`config.mk`:
```
export PLATFORM = sky130hd
export DESIGN_NAME = fsm_seq_arbiter_flat
export DESIGN_NICKNAME = d
export VERILOG_FILES = /design/src/rtl/fsm_seq_arbiter_if.sv /design/src/rtl/fsm_seq_arbiter.sv /design/src/flat_wrapper.sv
export SDC_FILE = /design/constraint.sdc
export NUM_CORES = 1
export LEC_CHECK = 0
export BUFFER_PORTS_ARGS = -buffer_cell sky130_fd_sc_hd__buf_2
export CAP_MARGIN = 20
export CORE_ASPECT_RATIO = 0.75
export CORE_MARGIN = 2
export CORE_UTILIZATION = 56
export CTS_CLUSTER_SIZE = 12
export DETAILED_ROUTE_END_ITERATION = 6
export GPL_TIMING_DRIVEN = 1
export HOLD_SLACK_MARGIN = 0.15
export PLACE_DENSITY_LB_ADDON = 0.25
export SKIP_CTS_REPAIR_TIMING = 1
export SLEW_MARGIN = 20
export SYNTH_ARGS = -nofsm -noshare
export SYNTH_HDL_FRONTEND = slang
export SYNTH_SLANG_ARGS = --single-unit
export TNS_END_PERCENT = 1
```
`constraint.sdc`:
```
create_clock -name clk -period 1.9 [get_ports clk]
set_input_delay 0.57 -clock clk [delete_from_list [all_inputs] [get_ports clk]]
set_output_delay 0.57 -clock clk [all_outputs]
set_load 0.005 [all_outputs]
```
`src/rtl/fsm_seq_arbiter_if.sv`:
```
// Bundle between requesters, the arbiter and the shared condition/acknowledge target.
// Latency and backpressure are set by the arbiter; this interface only groups the wires.
interface fsm_seq_arbiter_if;
    logic [1:0] req;
    logic [1:0] gnt;
    logic       busy;
    logic       tgt_rst;
    logic       c1_o;
    logic       c2_o;
    logic       i_o;
    logic [1:0] sts;
    logic       done;
    logic       err;

    modport master (
        output req, sts,
        input  gnt, busy, tgt_rst, c1_o, c2_o, i_o, done, err
    );

    modport slave (
        input  req, sts,
        output gnt, busy, tgt_rst, c1_o, c2_o, i_o, done, err
    );
endinterface

```
`src/rtl/fsm_seq_arbiter.sv`:
```
// Round-robin sequencer sharing one C1/C2/I target: clear, two ordered strobes, wait for sts==11.
// Request-to-done latency CLR_CYCLES+4 minimum; req is only sampled in IDLE, so requesters simply wait.
module fsm_seq_arbiter #(
    parameter int unsigned TIMEOUT    = 15,
    parameter int unsigned CLR_CYCLES = 2
) (
    input  logic           clk,
    input  logic           rst,
    fsm_seq_arbiter_if.slave bus
);

    typedef enum logic [2:0] {
        S_IDLE,
        S_CLEAR,
        S_COND_A,
        S_COND_B,
        S_WAIT,
        S_FINISH
    } state_t;

    state_t     state_q, state_d;
    logic [7:0] cnt_q, cnt_d;
    logic [1:0] gnt_q, gnt_d;
    logic       last_q, last_d;
    logic       busy_q, busy_d;
    logic       tgt_rst_q, tgt_rst_d;
    logic       c1_q, c1_d;
    logic       c2_q, c2_d;
    logic       i_q, i_d;
    logic       done_q, done_d;
    logic       err_q, err_d;

    always_comb begin
        state_d = state_q;
        cnt_d   = cnt_q;
        gnt_d   = gnt_q;
        last_d  = last_q;
        done_d  = 1'b0;
        err_d   = 1'b0;

        case (state_q)
            S_IDLE: begin
                if (bus.req != 2'b00) begin
                    state_d = S_CLEAR;
                    cnt_d   = 8'd0;
                    if (bus.req == 2'b11)
                        gnt_d = last_q ? 2'b01 : 2'b10;
                    else
                        gnt_d = bus.req;
                end
            end
            S_CLEAR: begin
                if (cnt_q == 8'(CLR_CYCLES - 1)) begin
                    state_d = S_COND_A;
                    cnt_d   = 8'd0;
                end else begin
                    cnt_d = cnt_q + 8'd1;
                end
            end
            S_COND_A: state_d = S_COND_B;
            S_COND_B: begin
                state_d = S_WAIT;
                cnt_d   = 8'd0;
            end
            S_WAIT: begin
                // Success is tested first so it wins over a coincident timeout.
                if (bus.sts == 2'b11) begin
                    state_d = S_FINISH;
                    done_d  = 1'b1;
                end else if (cnt_q == 8'(TIMEOUT - 1)) begin
                    state_d = S_FINISH;
                    err_d   = 1'b1;
                end else begin
                    cnt_d = cnt_q + 8'd1;
                end
            end
            S_FINISH: begin
                last_d  = gnt_q[1];
                gnt_d   = 2'b00;
                state_d = S_IDLE;
            end
            default: begin
                state_d = S_IDLE;
                gnt_d   = 2'b00;
            end
        endcase

        // Outputs are decoded from the next state so the registered copy lines up with the state.
        busy_d    = (state_d != S_IDLE);
        tgt_rst_d = (state_d == S_CLEAR);
        i_d       = (state_d == S_WAIT);
        c1_d      = ((state_d == S_COND_A) && gnt_d[1]) || ((state_d == S_COND_B) && gnt_d[0]);
        c2_d      = ((state_d == S_COND_A) && gnt_d[0]) || ((state_d == S_COND_B) && gnt_d[1]);
    end

    always_ff @(posedge clk or posedge rst) begin
        if (rst) begin
            state_q   <= S_IDLE;
            cnt_q     <= 8'd0;
            gnt_q     <= 2'b00;
            last_q    <= 1'b1;
            busy_q    <= 1'b0;
            tgt_rst_q <= 1'b0;
            c1_q      <= 1'b0;
            c2_q      <= 1'b0;
            i_q       <= 1'b0;
            done_q    <= 1'b0;
            err_q     <= 1'b0;
        end else begin
            state_q   <= state_d;
            cnt_q     <= cnt_d;
            gnt_q     <= gnt_d;
            last_q    <= last_d;
            busy_q    <= busy_d;
            tgt_rst_q <= tgt_rst_d;
            c1_q      <= c1_d;
            c2_q      <= c2_d;
            i_q       <= i_d;
            done_q    <= done_d;
            err_q     <= err_d;
        end
    end

    assign bus.gnt     = gnt_q;
    assign bus.busy    = busy_q;
    assign bus.tgt_rst = tgt_rst_q;
    assign bus.c1_o    = c1_q;
    assign bus.c2_o    = c2_q;
    assign bus.i_o     = i_q;
    assign bus.done    = done_q;
    assign bus.err     = err_q;

endmodule

```
`src/flat_wrapper.sv`:
```
// flat-port wrapper written by rule: the top's interface ports become plain ports
module fsm_seq_arbiter_flat 
#(
    parameter int unsigned TIMEOUT    = 15,
    parameter int unsigned CLR_CYCLES = 2
)
  (clk, rst, bus_req, bus_sts, bus_gnt, bus_busy, bus_tgt_rst, bus_c1_o, bus_c2_o, bus_i_o, bus_done, bus_err);
  fsm_seq_arbiter_if bus_i ();
  input  logic clk;
  input  logic rst;
  input wire logic [$bits(bus_i.req)-1:0] bus_req;
  input wire logic [$bits(bus_i.sts)-1:0] bus_sts;
  output wire logic [$bits(bus_i.gnt)-1:0] bus_gnt;
  output wire logic [$bits(bus_i.busy)-1:0] bus_busy;
  output wire logic [$bits(bus_i.tgt_rst)-1:0] bus_tgt_rst;
  output wire logic [$bits(bus_i.c1_o)-1:0] bus_c1_o;
  output wire logic [$bits(bus_i.c2_o)-1:0] bus_c2_o;
  output wire logic [$bits(bus_i.i_o)-1:0] bus_i_o;
  output wire logic [$bits(bus_i.done)-1:0] bus_done;
  output wire logic [$bits(bus_i.err)-1:0] bus_err;
  assign bus_i.req = bus_req;
  assign bus_i.sts = bus_sts;
  assign bus_gnt = bus_i.gnt;
  assign bus_busy = bus_i.busy;
  assign bus_tgt_rst = bus_i.tgt_rst;
  assign bus_c1_o = bus_i.c1_o;
  assign bus_c2_o = bus_i.c2_o;
  assign bus_i_o = bus_i.i_o;
  assign bus_done = bus_i.done;
  assign bus_err = bus_i.err;
  fsm_seq_arbiter #(.TIMEOUT(TIMEOUT), .CLR_CYCLES(CLR_CYCLES)) u_core (.clk(clk), .rst(rst), .bus(bus_i));
endmodule
```
* After elaboration in Yosys (flattened, before gate mapping) *
Index checks and enable logic that the tools add are counted.

word-level totals
  logic and storage cells = 59
  output and inout bits = 9
  input port bits = 6
  register bits after elaboration = 21

cells by class
  reductions and logical operators = 12
  equal/unequal tests = 16
  $add $sub $neg = 1
  muxes and demuxes = 19

operators with widths
  kind                                                                    number
  8-bit two-way mux                                                       4
  8-bit one-hot mux with 4 select lines                                   1
  3-bit one-hot mux with 5 select lines                                   1
  3-bit by 2-bit equality test with 1-bit output (second input constant)  4
  3-bit two-way mux                                                       4
  3-bit equality test (second input constant)                             3
  8-bit by 1-bit adder with 8-bit output (second input constant)          1
  8-bit by 1-bit equality test with 1-bit output (second input constant)  1
  8-bit by 4-bit equality test with 1-bit output (second input constant)  1
  3-bit by 1-bit equality test with 1-bit output (second input constant)  2
  2-bit two-way mux                                                       3
  1-bit two-way mux                                                       5
  2-bit equality test (second input constant)                             2
  1-bit logical AND                                                       4
  2-bit != test (second input constant)                                   2
  2-bit one-hot mux with 2 select lines                                   1
  4-bit AND reduction                                                     1
  4-bit nonzero test                                                      1
  4-bit OR reduction                                                      1
  3-bit zero test                                                         1
  3-bit nonzero test                                                      1
  1-bit logical OR                                                        2
  2-bit by 1-bit != test with 1-bit output (second input constant)        1
  2-bit nonzero test                                                      1

* Longest topological paths before layout *
Gate-level depths: netlist (run 1).

  word-level depth = 7
  gate-level depth with buffers = 6
  depth with buffers taken out = 6

* Worst setup path before layout (run 1) *
No wires, ideal clock.

  path type = in2reg
  from = in bus_sts[0]
  to = reg u_core.cnt_q[0]
  library setup time = 125 ps
  path buffers = 0
  data arrival time = 1665 ps
  data required time = 1775 ps
  setup slack = 109 ps
  stages = 4
  cells stage by stage = a21o_1 > a221oi_4 > and2_4 > mux2_4

on the way
  cells in the longest elaborated chain, start to end = 3

RTL lines
  what                           line                    RTL
  from (decl)                    flat_wrapper.sv:12      input wire logic [$bits(bus_i.sts)-1:0] bus_sts;
  2-bit equality test            fsm_seq_arbiter.sv:67   if (bus.sts == 2'b11) begin
  2-bit != test (no line)        --
  4-bit AND reduction (no line)  --
  to (signal assigned)           fsm_seq_arbiter.sv:111  cnt_q <= cnt_d;
  to (decl)                      fsm_seq_arbiter.sv:22   logic [7:0] cnt_q, cnt_d;

Every way passes these cells.
A chain may end at the register's enable or synchronous reset.

* Worst setup path in the final report (run 1) *
  from = reg u_core.cnt_q[0]
  to = reg u_core.cnt_q[2]

on the way
  cells in the longest elaborated chain, start to end = 4
  elaborated cells between the ends (all ways) = 9
  those cells by class = 1 x add/sub; 3 x eq/ne; 4 x mux; 1 x reduce/logical

RTL lines
  what                                    line                                          RTL
  8-bit by 1-bit adder with 8-bit output  fsm_seq_arbiter.sv:57, fsm_seq_arbiter.sv:74
  8-bit two-way mux                       fsm_seq_arbiter.sv:70                         end else if (cnt_q == 8'(TIMEOUT - 1)) begin
  8-bit two-way mux                       fsm_seq_arbiter.sv:67
  8-bit one-hot mux with 4 select lines   fsm_seq_arbiter.sv:41                         case (state_q)

Several ways; a longest one is shown, not always the timed one. The select of a mux whose other input is x is not followed.

==> flow_summary.json, run 1 <==
{
  "synth_cells": 112,
  "postSynthAreaPerCell_um2": 10.31,
  "num_io_pins": 15,
  "vdd_drop_max_v": 0.001120,
  "max_freq_mhz": 546.7,
  "grt_pass1_vias": 884,
  "clkTransAtPathRegs_ps": 120,
  "tightest_slew_ps": 420.2,
  "cts_tree": "built",
  "dr.pass1.iters": 4,
  "die-area_um2": 2445,
  "busiest_layer": "met2",
  "reg2reg_slack_ps": 70,
  "num_antenna_cells": 0,
  "syn_nets": 121,
  "cts_made_buffers": 3,
  "yosysSeqAreaShare_pct": 45.61,
  "r2r_start": "u_core.cnt_q[0]",
  "port_buffers": 14,
  "cp_data_arrival_time_ps": 2050,
  "powerDensity_nw_per_um2": 1481,
  "grt_overflow": 0,
  "synth_area_um2": 1155,
  "start_util_pct": 58.34,
  "synthToLayoutAreaGrowth_pct": 13.54,
  "clock_skew_ps": 9.171,
  "top_register": "u_core.cnt_q",
  "cp_data_required_time_ps": 2120,
  "endpoint_kind": "register",
  "p_leak_nw": 0.6165,
  "rr_worst_depth": 5,
  "final_common_cell": "dfrtp_1",
  "rsz0062_at_grt": "false",
  "synth_area_leader_cell": "dfrtp_1",
  "wire_per_inst_um": 14.84,
  "place_ws_ps": 78.96,
  "htreeDepth": 1,
  "drive_gt1_share_pct": 27.82,
  "fp.coreArea_um2": 1979,
  "grt_max_degree": 16,
  "min_period_ps": 1829,
  "reg2reg_to": "u_core.cnt_q[2]",
  "fp.dieW_um": 56.44,
  "antenna_left": 0,
  "hpwl_um": 1742,
  "met1_usage_pct": 30.16,
  "grtUsageTotal_pct": 21.26,
  "synth.top_cell.area_share_pct": 43.34,
  "antenna_found_initial": 0,
  "fin_ws_ps": 70.85,
  "worst_hold_path_type": "in -> async",
  "routed_wl_um": 2330,
  "synth.area.top_cells": "dfrtp_1 43%, a21oi_1 3.9%, ha_1 3.3%",
  "via_count": 966,
  "cp_num_buf_inv": 0,
  "mostFrequentLayoutCells": "20 x dfrtp_1, 14 x buf_2, 10 x nor2_1",
  "maxCapViolCount": 0,
  "dieHeight_um": 43.33,
  "gp_congestion": 0.8559,
  "fillers": 159,
  "relSlewSlack_pct": 71.26,
  "cp_max_fo": 8,
  "path_class": "reg -> reg",
  "ys.warnings.count": 0,
  "hold_viol": 0,
  "min_period_over_period_pct": 96.27,
  "via_per_inst": 6.153,
  "cp_slowest_stage_delay_ps": 480,
  "drtIter0Drc": 30,
  "synth.ff_latch_count": 21,
  "grt_pass1_wl_um": 3926,
  "slew_viol_final": 0,
  "outcome": "complete, no violations",
  "row_count": 14,
  "layout.nets": 143,
  "finalSetupTns_ps": 0,
  "clock_latency_ps": 310,
  "met3_usage_pct": 6.269,
  "clockBufferDepth": 2,
  "drc": 0,
  "largest_reg_flops": 8,
  "setup_viol": 0,
  "worstPathCellList": "ha_1 > nor3b_1 > a311o_2 > and2_4 > a311oi_2",
  "worst-path-stages": 5,
  "crit_slowest_cell": "a311o_2",
  "worstSetupStartpointType": "register",
  "cts.sinks": 21,
  "grtUsageMet2_pct": 32.33,
  "synth_cell_type_count": 41,
  "ctsRootBufferMaster": "clkbuf_4",
  "cp_top_family": "compound AO/OA/AOI/OAI gates"
}
[area by class of cell]
type,count,area [um^2],share of cell area [%]
clock buffer,3,22.52,1.718
clock inverter,1,5.005,0.3817
inverter,5,18.77,1.431
multi-input combinational,83,593.1,45.23
sequential,21,526.8,40.17
tap,24,30.03,2.290
timing repair buffer,20,115.1,8.779
[worst reg2reg max path, delay by kind of cell, from the launching register on]
| family | cells | cell delay, ps |
|---|---|---|
| compound gates | 2 | 750 |
| simple gates | 2 | 370 |
| flops | 1 | 430 |
| fa+ha+maj | 1 | 210 |
[layer usage]
metal	up-vias	routed length [um]
met3	4	195
met1	463	1122
li1	459	-
met2	40	996
met4	0	15
met5	-	0
[report_power, final]
part	switching, mW	internal, mW
Clock	0.138	0.0787
Combinational	0.524	0.476
Sequential	0.144	0.583
Total	0.806	1.14
[Yosys cell counts, drive strengths merged]
library cell and count:
mux2 3, buf 2, o221a 1, nor3 1, nand2b 1, and2 4, dfrtp 20, a221oi 1
nand4 1, clkbuf 1, a31oi 1, nor2 10, inv 5, dfstp 1, a21oi 9, a32oi 3
a211oi 1, a22o 4, a2111oi 1, xnor2 1, a311oi 1, a21o 1, a41oi 1, and3 2
nor2b 5, or2 1, ha 3, nand2 6, nor4 2, nand3 6, and4 2, o21ai 7
nor3b 2, or3 1, a311o 1
[cell families (layout without fill, tap and decap cells)]
group / Yosys count / after routing / synth area share [%]
simple gates: 44 / 44 / 22.21
compound gates: 32 / 32 / 21.56
flops: 21 / 21 / 45.61
buf+inv: 8 / 29 / 3.033
fa+ha+maj: 3 / 3 / 3.251
mux: 3 / 3 / 3.575
xor+xnor: 1 / 1 / 0.7585
[stage by stage]
step / hold WS [ps] / power, mW / instances / util, % / cell area (um^2)
4_1_cts: 250.9 / 1.938 / 157 / 66.25 / 1311
6_report: 240.1 / 1.942 / 157 / 66.25 / 1311
3_5_place_dp: 576.5 / 1.718 / 153 / 64.85 / 1284
3_3_place_gp: 567.2 / 1.673 / 153 / 64.85 / 1284
2_1_floorplan: 536.1 / 1.449 / 112 / - / 1155
5_1_grt: 290.1 / 2.096 / 157 / 66.25 / 1311
[how the worst max path moves through the flow]
stage / start / endpoint / slack [ps]
after floorplan: bus_sts[0] / u_core.cnt_q[0] / 110
after global placement: bus_sts[0] / u_core.cnt_q[0] / 100
after detailed placement: bus_sts[0] / u_core.cnt_q[6] / 80
after CTS: u_core.cnt_q[0] / u_core.cnt_q[2] / 70
after global routing: u_core.cnt_q[0] / u_core.cnt_q[2] / 7
final: u_core.cnt_q[0] / u_core.cnt_q[2] / 70
No activity file was read; power rests on OpenSTA's default activity.
==> run 2, diff against run 1 <==
--- a/config.mk
+++ b/config.mk
@@ -5,11 +5,12 @@
 export SDC_FILE = /design/constraint.sdc
 export NUM_CORES = 1
 export LEC_CHECK = 0
+export ABC_AREA = 1
 export BUFFER_PORTS_ARGS = -buffer_cell sky130_fd_sc_hd__buf_2
 export CAP_MARGIN = 20
 export CORE_ASPECT_RATIO = 0.75
 export CORE_MARGIN = 2
-export CORE_UTILIZATION = 56
+export CORE_UTILIZATION = 50
 export CTS_CLUSTER_SIZE = 12
 export DETAILED_ROUTE_END_ITERATION = 6
 export GPL_TIMING_DRIVEN = 1
==> flow_summary.json, run 2 <==
{
  "outcome": "complete, no violations",
  "cts_tree": "built",
  "dieHeight_um": 46.91,
  "grt_max_degree": 22,
  "setup_viol": 0,
  "worst_hold_path_type": "in -> async",
  "synth_cell_type_count": 17,
  "powerDensity_nw_per_um2": 1335,
  "finalPower_mw": 1.839,
  "relSlewSlack_pct": 81.20,
  "clkTransAtPathRegs_ps": 130,
  "ys.warnings.count": 0,
  "final_common_cell": "nand2_1",
  "comb_power_share_pct": 50.5,
  "path_class": "reg -> reg",
  "finalSetupTns_ps": 0,
  "min_period_over_period_pct": 77.86,
  "routed_wl_um": 2581,
  "drtIter0Drc": 43,
  "yosysSeqAreaShare_pct": 42.92,
  "synth.area.top_cells": "dfrtp_1 41%, nand2_1 22%, nand3_1 6.5%",
  "antenna_left": 0,
  "fin_ws_ps": 420.7,
  "synth_edf_count": 0,
  "synth_cells": 174,
  "synth_area_um2": 1227,
  "seq_power_share_pct": 37.1,
  "start_util_pct": 53.17,
  "tightest_slew_ps": 281.0,
  "wire_per_inst_um": 11.37,
  "timing.hold.ws_ps": 248.3,
  "via_per_inst": 5.040,
  "cp_data_arrival_time_ps": 1700,
  "worstSetupStartpointType": "register",
  "top_register": "u_core.cnt_q",
  "cts.sinks": 21,
  "syn_nets": 183,
  "gp_congestion": 0.8166,
  "clockBufferDepth": 2,
  "layout.nets": 203,
  "p_sw_uw": 892.0,
  "instances_no_fill": 227,
  "clock_skew_ps": 7.403,
  "cts_made_buffers": 3,
  "num_antenna_cells": 0,
  "grt_pass1_vias": 994,
  "synth_area_leader_cell": "dfrtp_1",
  "synthToLayoutAreaGrowth_pct": 12.23,
  "drive_gt1_share_pct": 18.13,
  "netlist_top_cells_count": "73 x nand2_1, 20 x dfrtp_1, 20 x inv_1",
  "via_count": 1144,
  "ctsRootBufferMaster": "clkbuf_4",
  "row_count": 15,
  "synthFlopType": "dfrtp_1",
  "place_ws_ps": 429.6,
  "async_flop_share_pct": 100.0,
  "synth.ff_latch_count": 21,
  "grt_pass1_wl_um": 4319,
  "min_period_ps": 1479,
  "grt_overflow": 0,
  "clock_latency_ps": 320,
  "p_leak_nw": 0.8116,
  "yosysMostFrequentCell": "nand2_1",
  "postSynthAreaPerCell_um2": 7.054,
  "dr.pass1.iters": 4,
  "dp.cells": 223,
  "endpoint_kind": "register",
  "post_dp_cell_area_um2": 1348,
  "synth.top_cell.area_share_pct": 40.77,
  "fp.coreArea_um2": 2308,
  "hold_viol": 0,
  "fin_area_um2": 1378,
  "largest_reg_flops": 8,
  "internal-power_uw": 946.9,
  "clkPwrFrac_pct": 12.5,
  "swShare_pct": 48.51,
  "die-area_um2": 2871,
  "slew_viol_final": 0,
  "port_buffers": 14,
  "htreeDepth": 1,
  "vdd_drop_max_v": 0.0007154,
  "mostFrequentLayoutCells": "73 x nand2_1, 20 x inv_1, 20 x dfrtp_1",
  "rsz0062_at_grt": "false",
  "cp_max_fo": 6,
  "num_io_pins": 15,
  "antenna_found_initial": 0,
  "grtUsageTotal_pct": 21.35,
  "drc": 0,
  "fin_util_pct": 59.67,
  "fp.dieW_um": 61.21,
  "cp_data_required_time_ps": 2130,
  "maxCapViolCount": 0,
  "hpwl_um": 1994,
  "max_freq_mhz": 676.0
}
run 2: changes by cell type in the layout (fill, tap and decap cells not counted), sizes merged, moves of 4 or more:
cell / before / now
nand2: 6 / 75
inv: 5 / 25
nand3: 6 / 19
nor2: 10 / 17
a21oi: 9 / 3
buf: 20 / 15
nor2b: 5 / 0
a22o: 4 / 0
and2: 4 / 0
run 2: logic make-up (layout without fill, tap and decap cells):
logic type,after synthesis,count (layout),synth area share [%]
adders and majority gates,3,3,3.058
AOI/OAI and AO/OA,11,11,4.484
buffers and inverters,25,44,7.645
xor gates and xnor gates,2,2,1.427
DFF,21,21,42.92
and+or+nand+nor,112,112,40.47
run 2: layout make-up:
type	count	area, um^2
multi-input combinational	128	606.8
sequential	21	526.8
inverter	25	93.84
clock buffer	3	22.52
fill	207	930.9
tap	34	42.54
timing repair buffer	15	77.57
clock inverter	1	7.507
run 2: layer usage:
| metal | track usage [%] | vias up | share of wire, % |
|---|---|---|---|
| met5 | 0 | - | 0 |
| li1 | - | 584 | - |
| met2 | 32.77 | 34 | 44 |
| met3 | 6.061 | 5 | 6.1 |
| met1 | 28.40 | 521 | 49 |
| met4 | 9.565 | 0 | 1.2 |
run 2: path summary, 6_finish.rpt:
check | startpoint | to | slack (ps) | cells past startpoint
max in group asynchronous | rst | u_core.last_q | 1370 | 3
min | rst | u_core.bus.c2_o | 250 | 3
min in group clk | u_core.last_q | u_core.last_q | 500 | 2
max | u_core.cnt_q[1] | u_core.bus.busy | 420 | 9
max reg2reg | u_core.cnt_q[1] | u_core.bus.busy | 420 | 9
min reg2reg | u_core.last_q | u_core.last_q | 500 | 2
run 2: power by group through the flow:
stage / clock network, mW / registers, mW / logic (mW)
floorplan: 0 / 0.677 / 0.667
global placement: 0 / 0.679 / 0.894
detailed placement: 0 / 0.686 / 0.923
CTS: 0.237 / 0.679 / 0.927
global route: 0.263 / 0.699 / 1.05
finish: 0.229 / 0.682 / 0.928
run 2: worst max-delay path, cell delays in order (launching register included):
cell	delay, ps
dfrtp_1	470
inv_1	80
ha_1	140
nand2_1	50
nor2_1	80
nand2_1	150
nand2_1	120
nand3_2	110
nor2_1	110
nand2_1	60
==> run 3, diff against run 2 <==
==> constraint.sdc (replaced) <==
create_clock -name clk -period 1.44 [get_ports clk]
set_input_delay 0.432 -clock clk [delete_from_list [all_inputs] [get_ports clk]]
set_output_delay 0.432 -clock clk [all_outputs]
set_load 0.005 [all_outputs]
==> flow_summary.json, run 3 (synthesis gave the netlist of run 2 again) <==
{
  "relSlewSlack_pct": 82.01,
  "cts.sinks": 21,
  "path_class": "reg -> reg",
  "finalSetupTns_ps": 0,
  "top_register": "u_core.cnt_q",
  "crit_slowest_cell": "dfrtp_1",
  "mostFrequentLayoutCells": "71 x nand2_1, 19 x inv_1, 17 x dfrtp_1",
  "via_count": 1161,
  "fp.dieW_um": 61.21,
  "grt_overflow": 0,
  "cts_tree": "built",
  "drive_gt1_share_pct": 25.13,
  "tightest_slew_ps": 269.8,
  "rsz0062_at_grt": "true",
  "clock_latency_ps": 320,
  "drc": 0,
  "synthToLayoutAreaGrowth_pct": 20.79,
  "gp_congestion": 0.8424,
  "hpwl_um": 2025,
  "clock_skew_ps": 1.740,
  "port_buffers": 14,
  "antenna_left": 0,
  "met1_usage_pct": 31.37,
  "largest_reg_flops": 8,
  "fp.coreArea_um2": 2308,
  "comb_power_share_pct": 54.9,
  "min_period_ps": 1428,
  "grt_pass1_vias": 964,
  "max_freq_mhz": 700.4,
  "cp_data_required_time_ps": 1670,
  "busiest_layer": "met2",
  "dieHeight_um": 46.91,
  "powerDensity_nw_per_um2": 1797,
  "outcome": "complete, no violations",
  "final_common_cell": "nand2_1",
  "grt_max_degree": 22,
  "htreeDepth": 1,
  "grtUsageTotal_pct": 21.99,
  "num_io_pins": 15,
  "fillers": 200,
  "p_leak_nw": 0.8480,
  "cp_slowest_stage_delay_ps": 420,
  "setup_viol": 0,
  "internal-power_mw": 1.389,
  "antenna_found_initial": 0,
  "fin_util_pct": 64.23,
  "p_sw_mw": 1.276,
  "cp_data_arrival_time_ps": 1650,
  "clkTransAtPathRegs_ps": 120,
  "met3_usage_pct": 5.785,
  "slew_viol_final": 0,
  "via_per_inst": 4.983,
  "endpoint_kind": "register",
  "hold_viol": 0,
  "start_util_pct": 53.17,
  "clkPwrFrac_pct": 11.3,
  "swShare_pct": 47.88,
  "drtIter0Drc": 71,
  "worstSetupStartpointType": "register",
  "worst_hold_path_type": "in -> reg",
  "grtUsageMet2_pct": 33.19,
  "seq_power_share_pct": 33.8,
  "layout.nets": 209,
  "ctsRootBufferMaster": "clkbuf_4",
  "wire_per_inst_um": 11.88,
  "maxCapViolCount": 0,
  "cts_made_buffers": 3,
  "min_period_over_period_pct": 99.15,
  "dr.pass1.iters": 4,
  "vdd_drop_max_v": 0.0009625,
  "num_antenna_cells": 0,
  "clockBufferDepth": 2,
  "die-area_um2": 2871,
  "worstPathCellList": "buf_6 > ha_4 > nand2_1 > nor2_1 > nand2_2 > nand2_2 > nand3_4 > nor2_2 > nand2_1",
  "grt_pass1_wl_um": 4416,
  "routed_wl_um": 2769,
  "cp_max_fo": 6,
  "row_count": 15
}
==> run 3: worst paths after layout <==
path / end / cells past startpoint / slack (ps) / from
max: u_core.bus.busy / 9 / 10 / u_core.cnt_q[0]
min: u_core.bus.err / 4 / 390 / bus_sts[1]
max reg2reg: u_core.bus.busy / 9 / 10 / u_core.cnt_q[0]
min reg2reg: u_core.last_q / 2 / 500 / u_core.last_q
max in group asynchronous: u_core.last_q / 4 / 510 / rst
min in group asynchronous: u_core.bus.c2_o / 4 / 660 / rst
==> run 3: critical path, delay by kind of cell, from the launching register on <==
family	cells	cell delay (ps)
and+or+nand+nor	7	640
DFF	1	420
buffers and inverters	1	140
adders and majority gates	1	120
==> run 3: final cells by class <==
| cell class | instances | area (um^2) | share of cell area [%] |
|---|---|---|---|
| tap | 34 | 42.54 | 2.869 |
| sequential | 21 | 530.5 | 35.78 |
| inverter | 25 | 93.84 | 6.329 |
| clock inverter | 1 | 5.005 | 0.3376 |
| clock buffer | 3 | 22.52 | 1.519 |
| multi-input combinational | 128 | 659.4 | 44.47 |
| timing repair buffer | 21 | 128.9 | 8.692 |
==> run 3: layer usage <==
metal / vias up / part of all wire (%) / routed length (um)
li1: 588 / - / -
met1: 529 / 48 / 1329
met2: 39 / 45 / 1235
met3: 5 / 5.9 / 164
met4: 0 / 1.4 / 39
met5: - / 0 / 0
==> run 3: stage by stage <==
step | setup slack, ps | power [mW] | std cells | hold WS [ps] | instance area [um^2]
floorplan | 178.9 | 1.773 | 174 | 407.8 | 1227
global placement | 11.37 | 2.120 | 227 | 471.5 | 1378
detailed placement | 20.40 | 2.182 | 227 | 474.9 | 1378
CTS | 0.04974 | 2.481 | 231 | 111.8 | 1405
global route | -81.55 | 2.894 | 233 | 397.2 | 1483
finish | 12.25 | 2.664 | 233 | 393.5 | 1483
==> run 3: power by group through the flow <==
stage,clock network (mW),registers [mW],logic [mW]
after global placement,0,0.887,1.23
after floorplan,0,0.893,0.880
after global routing,0.335,0.918,1.64
after detailed placement,0,0.899,1.28
final,0.301,0.900,1.46
after CTS,0.307,0.888,1.29
